## src/rtl/ps2_pkg.sv

```systemverilog
// Shared definitions for the PS/2 scan-code sequencer: FSM state codes,
// Set-2 byte constants and the key event record.
package ps2_pkg;

    typedef logic [2:0] state_t;

    localparam state_t ST_IDLE    = 3'd0;
    localparam state_t ST_EXT     = 3'd1;
    localparam state_t ST_BRK     = 3'd2;
    localparam state_t ST_EXT_BRK = 3'd3;
    localparam state_t ST_PAUSE   = 3'd4;

    localparam logic [7:0] PFX_EXT   = 8'hE0;
    localparam logic [7:0] PFX_BRK   = 8'hF0;
    localparam logic [7:0] PFX_PAUSE = 8'hE1;
    localparam logic [7:0] BAT_OK    = 8'hAA;
    localparam logic [7:0] BAT_FAIL  = 8'hFC;
    localparam logic [7:0] ACK       = 8'hFA;
    localparam logic [7:0] RESEND    = 8'hFE;
    localparam logic [7:0] OVR0      = 8'h00;
    localparam logic [7:0] OVR1      = 8'hFF;

    localparam int         EVENT_W    = 10;
    localparam logic [2:0] PAUSE_SKIP = 3'd7;

    typedef struct packed {
        logic       ext;
        logic       rel;
        logic [7:0] code;
    } key_event_t;

    // Any of the three multi-byte prefix bytes.
    function automatic logic is_prefix(input logic [7:0] b);
        return (b == PFX_EXT) || (b == PFX_BRK) || (b == PFX_PAUSE);
    endfunction

    // Keyboard buffer-overrun codes, illegal in any decoding state.
    function automatic logic is_overrun(input logic [7:0] b);
        return (b == OVR0) || (b == OVR1);
    endfunction

endpackage

```

## src/rtl/ps2_event_fifo.sv

```systemverilog
// Synchronous FIFO holding decoded key events. A push while full is only
// accepted when a pop frees a slot in the same cycle.
module ps2_event_fifo #(
    parameter int DEPTH = 8,
    parameter int WIDTH = 10
) (
    input  logic                   clk,
    input  logic                   rst_n,
    input  logic                   push,
    input  logic [WIDTH-1:0]       push_data,
    input  logic                   pop,
    output logic [WIDTH-1:0]       head,
    output logic [$clog2(DEPTH):0] count,
    output logic                   full,
    output logic                   empty
);

    localparam int PW = $clog2(DEPTH);
    localparam int CW = $clog2(DEPTH) + 1;
    localparam logic [PW-1:0] PTR_ONE = PW'(1);
    localparam logic [CW-1:0] CNT_ONE = CW'(1);

    logic [WIDTH-1:0] mem [DEPTH];
    logic [PW-1:0]    wr_ptr;
    logic [PW-1:0]    rd_ptr;
    logic             push_ok;
    logic             pop_ok;

    assign empty   = (count == '0);
    assign full    = (count == CW'(DEPTH));
    assign pop_ok  = pop & ~empty;
    assign push_ok = push & (~full | pop_ok);
    assign head    = empty ? '0 : mem[rd_ptr];

    // Storage array; no reset needed because head is masked while empty.
    always_ff @(posedge clk) begin
        if (push_ok) begin
            mem[wr_ptr] <= push_data;
        end
    end

    // Pointers wrap naturally at the power-of-two depth; count tracks occupancy.
    always_ff @(posedge clk or negedge rst_n) begin
        if (!rst_n) begin
            wr_ptr <= '0;
            rd_ptr <= '0;
            count  <= '0;
        end else begin
            if (push_ok) wr_ptr <= wr_ptr + PTR_ONE;
            if (pop_ok)  rd_ptr <= rd_ptr + PTR_ONE;
            case ({push_ok, pop_ok})
                2'b10:   count <= count + CNT_ONE;
                2'b01:   count <= count - CNT_ONE;
                default: count <= count;
            endcase
        end
    end

endmodule

```

## src/rtl/ps2_scancode_ctrl.sv

```systemverilog
// Set-2 scan-code sequencer: folds E0/F0/E1 prefixes into single key events,
// flags status bytes and protocol errors, and queues events for the consumer.
module ps2_scancode_ctrl
    import ps2_pkg::*;
#(
    parameter int TIMEOUT_CYCLES = 50000,
    parameter int FIFO_DEPTH     = 8
) (
    input  logic                        i_clk,
    input  logic                        i_rst_n,
    input  logic [7:0]                  i_byte,
    input  logic                        i_byte_valid,
    output logic [7:0]                  o_key_code,
    output logic                        o_key_ext,
    output logic                        o_key_release,
    output logic                        o_key_valid,
    input  logic                        i_key_ready,
    output logic [$clog2(FIFO_DEPTH):0] o_fifo_count,
    output logic                        o_overflow,
    input  logic                        i_clr_overflow,
    output logic                        o_bat_ok,
    output logic                        o_ack,
    output logic                        o_resend,
    output logic                        o_err
);

    localparam int            TW   = $clog2(TIMEOUT_CYCLES + 1);
    localparam logic [TW-1:0] TMAX = TW'(TIMEOUT_CYCLES - 1);

    state_t     state, next_state;
    logic [2:0] skip, next_skip;
    logic [TW-1:0] timer;
    logic       timeout;
    logic       push;
    key_event_t push_evt;
    key_event_t head_evt;
    logic       pop;
    logic       fifo_full;
    logic       fifo_empty;
    logic       bat_n, ack_n, resend_n, err_n;

    assign pop           = o_key_valid & i_key_ready;
    assign o_key_valid   = ~fifo_empty;
    assign o_key_code    = head_evt.code;
    assign o_key_ext     = head_evt.ext;
    assign o_key_release = head_evt.rel;

    // Byte decoder: next state, event to push and status/error pulse requests.
    always_comb begin
        next_state = state;
        next_skip  = skip;
        push       = 1'b0;
        push_evt   = '0;
        bat_n      = 1'b0;
        ack_n      = 1'b0;
        resend_n   = 1'b0;
        err_n      = 1'b0;
        timeout    = (state != ST_IDLE) && !i_byte_valid && (timer == TMAX);
        if (i_byte_valid) begin
            case (state)
                ST_IDLE: begin
                    if (i_byte == PFX_EXT) begin
                        next_state = ST_EXT;
                    end else if (i_byte == PFX_BRK) begin
                        next_state = ST_BRK;
                    end else if (i_byte == PFX_PAUSE) begin
                        next_state = ST_PAUSE;
                        next_skip  = PAUSE_SKIP;
                    end else if (i_byte == BAT_OK) begin
                        bat_n = 1'b1;
                    end else if (i_byte == ACK) begin
                        ack_n = 1'b1;
                    end else if (i_byte == RESEND) begin
                        resend_n = 1'b1;
                    end else if (is_overrun(i_byte) || i_byte == BAT_FAIL) begin
                        err_n = 1'b1;
                    end else begin
                        push     = 1'b1;
                        push_evt = {1'b0, 1'b0, i_byte};
                    end
                end
                ST_EXT: begin
                    if (i_byte == PFX_BRK) begin
                        next_state = ST_EXT_BRK;
                    end else if (is_prefix(i_byte) || is_overrun(i_byte)) begin
                        err_n      = 1'b1;
                        next_state = ST_IDLE;
                    end else begin
                        push       = 1'b1;
                        push_evt   = {1'b1, 1'b0, i_byte};
                        next_state = ST_IDLE;
                    end
                end
                ST_BRK, ST_EXT_BRK: begin
                    next_state = ST_IDLE;
                    if (is_prefix(i_byte) || is_overrun(i_byte)) begin
                        err_n = 1'b1;
                    end else begin
                        push     = 1'b1;
                        push_evt = {(state == ST_EXT_BRK), 1'b1, i_byte};
                    end
                end
                ST_PAUSE: begin
                    next_skip = skip - 3'd1;
                    if (skip == 3'd1) begin
                        push       = 1'b1;
                        push_evt   = {1'b1, 1'b0, PFX_PAUSE};
                        next_state = ST_IDLE;
                    end
                end
                default: begin
                    next_state = ST_IDLE;
                end
            endcase
        end else if (timeout) begin
            err_n      = 1'b1;
            next_state = ST_IDLE;
        end
    end

    // State, Pause skip counter and inter-byte timer (idle keeps it at zero).
    always_ff @(posedge i_clk or negedge i_rst_n) begin
        if (!i_rst_n) begin
            state <= ST_IDLE;
            skip  <= '0;
            timer <= '0;
        end else begin
            state <= next_state;
            skip  <= next_skip;
            if (i_byte_valid || timeout || state == ST_IDLE) begin
                timer <= '0;
            end else begin
                timer <= timer + TW'(1);
            end
        end
    end

    // Registered one-cycle pulses and the sticky overflow flag (set beats clear).
    always_ff @(posedge i_clk or negedge i_rst_n) begin
        if (!i_rst_n) begin
            o_bat_ok   <= 1'b0;
            o_ack      <= 1'b0;
            o_resend   <= 1'b0;
            o_err      <= 1'b0;
            o_overflow <= 1'b0;
        end else begin
            o_bat_ok <= bat_n;
            o_ack    <= ack_n;
            o_resend <= resend_n;
            o_err    <= err_n;
            if (push && fifo_full && !pop) begin
                o_overflow <= 1'b1;
            end else if (i_clr_overflow) begin
                o_overflow <= 1'b0;
            end
        end
    end

    ps2_event_fifo #(
        .DEPTH (FIFO_DEPTH),
        .WIDTH (EVENT_W)
    ) u_fifo (
        .clk       (i_clk),
        .rst_n     (i_rst_n),
        .push      (push),
        .push_data (push_evt),
        .pop       (pop),
        .head      (head_evt),
        .count     (o_fifo_count),
        .full      (fifo_full),
        .empty     (fifo_empty)
    );

endmodule

```

## config.mk

```make
export PLATFORM = sky130hd
export DESIGN_NAME = ps2_scancode_ctrl
export DESIGN_NICKNAME = d
export VERILOG_FILES = /design/src/rtl/ps2_pkg.sv /design/src/rtl/ps2_event_fifo.sv /design/src/rtl/ps2_scancode_ctrl.sv
export SDC_FILE = /design/constraint.sdc
export NUM_CORES = 1
export LEC_CHECK = 0
export BUFFER_PORTS_ARGS = -buffer_cell sky130_fd_sc_hd__buf_2
export CORE_ASPECT_RATIO = 0.5
export CORE_MARGIN = 2
export CORE_UTILIZATION = 39
export CTS_CLUSTER_SIZE = 30
export DETAILED_ROUTE_END_ITERATION = 8
export PLACE_DENSITY = 0.57
export SYNTH_ARGS = -nofsm -noshare
export SYNTH_HDL_FRONTEND = slang
export SYNTH_SLANG_ARGS = --single-unit
export TNS_END_PERCENT = 100
```

## constraint.sdc

```tcl
create_clock -name i_clk -period 3.15 [get_ports i_clk]
set_input_delay 0.1575 -clock i_clk [delete_from_list [all_inputs] [get_ports i_clk]]
set_output_delay 0.1575 -clock i_clk [all_outputs]
set_load 0.01 [all_outputs]
```

### After elaboration in Yosys (flattened, before gate mapping)

Memories as Yosys holds them, arrays and structs flattened.
Index checks and enable logic that the tools add are counted.

* $add $sub $neg: 6
* equal/unequal tests: 22
* multiplexer cells: 77
* bitwise gates (word level): 6
* reductions and logical operators: 24

Operators with widths (number)
* 8-bit == test, second input constant: 8
* 10-bit 2-to-1 mux: 6
* 8-bit 2-to-1 mux: 7
* 1-bit 2-to-1 mux: 47
* 10-bit one-hot mux with 4 select lines: 1
* 3-bit 2-to-1 mux: 9
* 16-bit by 1-bit adder with 16-bit output, second input constant: 1
* 16-bit == test, second input constant: 1
* 16-bit 2-to-1 mux: 1
* 3-bit one-hot mux with 3 select lines: 1
* 8-bit zero test: 1
* 4-bit one-hot mux with 2 select lines: 1
* 2-bit nonzero test: 4
* 1-bit logical OR: 7
* 3-bit by 1-bit adder with 3-bit output, second input constant: 2
* 3-bit by 1-bit == test with 1-bit output, second input constant: 2
* 3-bit by 2-bit == test with 1-bit output, second input constant: 2
* 2-bit inequality test, second input constant: 3
* 3-bit one-hot mux with 2 select lines: 1
* 5-bit inequality test, second input constant: 1
* 5-bit AND reduction: 1
* 4-bit by 1-bit adder with 4-bit output, second input constant: 1
* 4-bit == test, second input constant: 1
* 1-bit logical AND: 4
* other kinds (18): 22

* bits in registers: 37
* bits in writable memories: 80
* input port bits: 13
* output and inout port bits: 20
* word-level logic and storage cells: 147
* memories kept: 1

Memories
* u_fifo.mem: depth 8, bits a word 10, rd ports 1, clocked after memory_dff 0, wr ports 1, RTL line ps2_event_fifo.sv:23 `logic [WIDTH-1:0] mem [DEPTH];`

### Logic depth before layout (Yosys ltp)

* word-level depth: 15
* gate-level depth with buffers: 13
* mapped depth without buffers: 12

### Hierarchy

A second synthesis with hierarchy kept.

* cell total of the unflattened synthesis: 388
* area total of the unflattened synthesis: 5380.2 um^2

Modules (own cells, without submodules)
* ps2_event_fifo: instances 1, cells each 196, area each 3692.3 um^2
* ps2_scancode_ctrl: instances 1, cells each 192, area each 1687.9 um^2

### Worst setup path before layout

Ideal clock, no wire load.

* path type: reg2reg
* from: reg state[1]
* to: mem u_fifo.mem[2][0], enable pin
* arrival: 2.735 ns
* required time: 2.743 ns
* setup slack: 0.008 ns
* cell stages (with the launch flop): 8
* cell sequence: dfrtp_1 > clkbuf_1 > nor3_2 > nand3_1 > o32a_4 > a21oi_4 > nand2_4 > nor4b_1

* word-level cells in the longest chain between the ends: 7
* elaborated cells on any way between the ends: 11

RTL lines
* from (decl): RTL line ps2_scancode_ctrl.sv:30 `state_t state, next_state;`
* from (signal assigned): RTL line ps2_scancode_ctrl.sv:128 `state <= next_state;`
* 3-bit by 2-bit == test with 1-bit output: RTL line ps2_scancode_ctrl.sv:60 `case (state)`
* 2-bit OR reduction: RTL line ps2_scancode_ctrl.sv:60
* 1-bit one-hot mux with 4 select lines (*): RTL line ps2_scancode_ctrl.sv:60
* 1-bit 2-to-1 mux (*): RTL line ps2_scancode_ctrl.sv:59 `if (i_byte_valid) begin`
* 1-bit bitwise AND (*): RTL line ps2_event_fifo.sv:32 `assign push_ok = push & (~full | pop_ok);`
* 1-bit 2-to-1 mux (*): RTL line ps2_event_fifo.sv:37 `if (push_ok) begin`
* 1-bit 2-to-1 mux (not written as such) (*): RTL line ps2_event_fifo.sv:38 `mem[wr_ptr] <= push_data;`
* to (decl): RTL line ps2_event_fifo.sv:23

Every way passes the cells marked *; elsewhere a longest branch is shown, timed or not.

### Worst setup path after layout

* from: reg state[2]
* to: reg u_fifo.count[3]

* word-level cells in the longest chain between the ends: 7
* elaborated cells on any way between the ends: 13

RTL lines
* 3-bit by 2-bit == test with 1-bit output: RTL line ps2_scancode_ctrl.sv:60
* 2-bit OR reduction: RTL line ps2_scancode_ctrl.sv:60
* 1-bit one-hot mux with 4 select lines (*): RTL line ps2_scancode_ctrl.sv:60
* 1-bit 2-to-1 mux (*): RTL line ps2_scancode_ctrl.sv:59
* 1-bit bitwise AND (*): RTL line ps2_event_fifo.sv:32
* 2-bit by 1-bit == test with 1-bit output or 2-bit == test (tied branches): RTL line ps2_event_fifo.sv:51 `case ({push_ok, pop_ok})`
* 4-bit one-hot mux with 2 select lines or 2-bit nonzero test (tied branches)
* to (signal assigned): RTL line ps2_event_fifo.sv:52 `2'b10: count <= count + CNT_ONE;`
* to (signal assigned): RTL line ps2_event_fifo.sv:53 `2'b01: count <= count - CNT_ONE;`
* to (signal assigned): RTL line ps2_event_fifo.sv:54 `default: count <= count;`
* to (decl): RTL line ps2_event_fifo.sv:13 `output logic [$clog2(DEPTH):0] count,`

Marks and branches as above.
A chain may end at the register's enable or synchronous reset.

==> impl_results.md <==
* Status: finished clean
* Largest family of logic cells by synthesized area: simple AND/OR/NAND/NOR gates
* Post-Syn Instances at 373
* First-pass DRT Iterations at 4
* Async S/R FF share, synth at 0.316
* Commonest non-fill, non-tap cell in the layout: edfxtp_1
* Seq/Total Area, Yosys at 0.633
* Maxcap violations at 0
* Fill cell count at 1118
* Slew HR at 0.430
* Initial antenna violation count at 0
* Port bufs at 32
* Final cycle utilization of the critical path at 0.820
* Post-synth EDFFs at 80
* Synth Area in Adders at 0.0205
* Num Clock Sinks at 117
* Hold Fails Final Rpt at 0
* CP Launch Type: flop
* Worst Clk Skew at 6.88 ps
* Mapped Nets at 394
* Std-Cell Rows at 29
* Leak at 2.41 nW
* CP Capture Type: flop
* Worst Path Required at 3440 ps
* CTS tree: built
* CTS buffer count at 17
* Area grow syn2layout at 19.3%
* Die Wd at 168 um
* Synth Area in XOR/XNOR at 0.0367
* Most used DFF post-synth: edfxtp_1
* Peak supply drop at 0.399 mV
* Pwr dens at 869 nW/um2
* Post-layout net count at 446
* Synthesized-area fraction occupied by ao, oa, aoi and oai cells at 0.0402
* Cell variety after synth at 58
* WS Path Type: reg2reg
* First-pass GRT wire length at 16400 um
* GPL Wtd Cong at 0.771
* Setup_tns at 0 ps
* Fin crit period at 2580 ps
* Max clock buf depth at 2
* Tightest Pin Transition at 856 ps
* DRT antenna net count at 0
* Worst-Skew Late Latency at 410 ps
* Ys Warns at 0
* Pwr Total at 5.45 mW
* Vias per cell at 5.04
* Die Y at 86.1 um
* CTS root buf: clkbuf_16
* Layout cells sized above 1 at 0.253
* # setup viols final at 0
* Most frequent cells in the layout: edfxtp_1 (80), nor2_1 (48), dfrtp_1 (37), buf_2 (32), nand2_1 (24)
* WP data arrival at 2870 ps
* Total congestion overflow at 0
* Post-synthesis mux area share at 0.114
* ANT cells at 0
* RSZ-0062 raised after global routing: false
* Initial Util at 0.407
* Dpl hpwl at 6620 um
* Gr usage total at 0.153
* Simple-gate share of the synthesized area at 0.134
* DIE AREA at 14500 um2
* Vias in the first global route at 3116
* Wire per inst at 16.8 um
* HP Class: in2reg
* Routed Wire Length at 10200 um
* CORE AREA at 12900 um2
* Cell area after synthesis at 5260 um2
* Syn Area/Cell at 14.1 um2
* DRC violations left at 0
* Largest net degree at the start of global routing at 38
* Ports at 33
* H-tree levels at 4
* Post-CTS sizing at 0
* Crit path max fanout at 12
* Final-report max-slew violation count at 0
* Total number of vias at 3067
* DR iter-0 viols at 164
* Synthesized flop and latch total at 117
* Fmax at 387 MHz
* Clk slew on worst S/H paths at 50 ps
[power by group]
part	leakage, nW	internal, mW	switching, mW
combinational	0.914	0.712	0.780
sequential	1.23	1.92	0.206
clock	0.264	1.16	0.675
[cell families (layout without fill, tap and decap cells)]
logic type / count (synthesis) / in the layout
simple gates: 141 / 141
mux: 34 / 34
xor+xnor: 22 / 22
fa+ha+maj: 8 / 8
flops: 117 / 117
buf+inv: 24 / 89
compound gates: 27 / 27
[area by class of cell]
type,instances,area (um2),share of cell area
sequential,117,3330,0.531
multi-input combinational,232,1850,0.294
timing repair buffer,48,285,0.0455
tap,170,213,0.0339
inverter,9,33.8,0.00539
clock buffer,19,433,0.0690
clock inverter,13,134,0.0213
[timing repair]
item,in CTS,in global routing
hold buffers,2,0
endpoints found under the hold margin,38,0
setup buffers,0,0
[sequential cells by signal, indices dropped and copies added (netlist names)]
signal and cells:
o_bat_ok 1, u_fifo.count 4, u_fifo.mem 80, o_overflow 1, skip 3, u_fifo.wr_ptr 3
state 3, timer 16, o_resend 1, o_err 1, o_ack 1, u_fifo.rd_ptr 3
[worst paths after layout]
path	cells past startpoint	slack, ps	end	from
worst max-delay path	10	570	u_fifo.count[3]	state[2]
worst min-delay path	2	50	o_ack	i_byte[2]
worst max register to register	10	570	u_fifo.count[3]	state[2]
worst min register to register	1	460	timer[0]	timer[0]
max in group asynchronous	2	2200	o_ack	i_rst_n
min in group asynchronous	2	400	timer[8]	i_rst_n
[Yosys cell counts (all sizes together), types with 4 or more instances]
master / count / area, um2
inv: 9 / 33.8
o21ai: 5 / 25.0
mux2i: 12 / 120
xor2: 10 / 87.6
nor4: 4 / 25.0
nand2: 25 / 101
buf: 8 / 48.8
and2: 6 / 38.8
clkbuf: 7 / 30.0
edfxtp: 80 / 2400
mux4: 20 / 450
nor3: 13 / 70.1
ha: 7 / 87.6
and3: 8 / 50.1
xnor2: 12 / 105
dfrtp: 37 / 926
a21oi: 5 / 36.3
nand3: 14 / 70.1
nor2: 48 / 180
nor4b: 4 / 35.0
[through the flow]
step / instance area (um2) / util / setup slack (ps) / cells / hold WS (ps)
floorplan: 5260 / - / 7.93 / 373 / -138
global placement: 5690 / 0.440 / 524 / 574 / 322
detailed placement: 5690 / 0.440 / 462 / 574 / 320
CTS: 6270 / 0.486 / 568 / 608 / 28.7
global route: 6270 / 0.486 / 352 / 608 / 49.2
finish: 6270 / 0.486 / 568 / 608 / 49.7
[worst max-delay path, cell delays in order, from the launching register on]
cell      delay, ps
dfrtp_1         590
nand3b_1        190
or3_2           470
a21oi_4         140
nor2_1           90
ha_1            270
a21o_1          180
a21oi_1         170
and3_1          170
mux2i_1          70
xnor2_1         120
[layer usage]
layer  routed length (um)  GRT usage  up-vias
met5                    0          0        -
met4                  107     0.0494        0
met3                  353     0.0480        8
met2                 4750      0.240       44
met1                 5010      0.205     1516
li1                     -          -     1499
No activity file was read; power rests on OpenSTA's default activity.
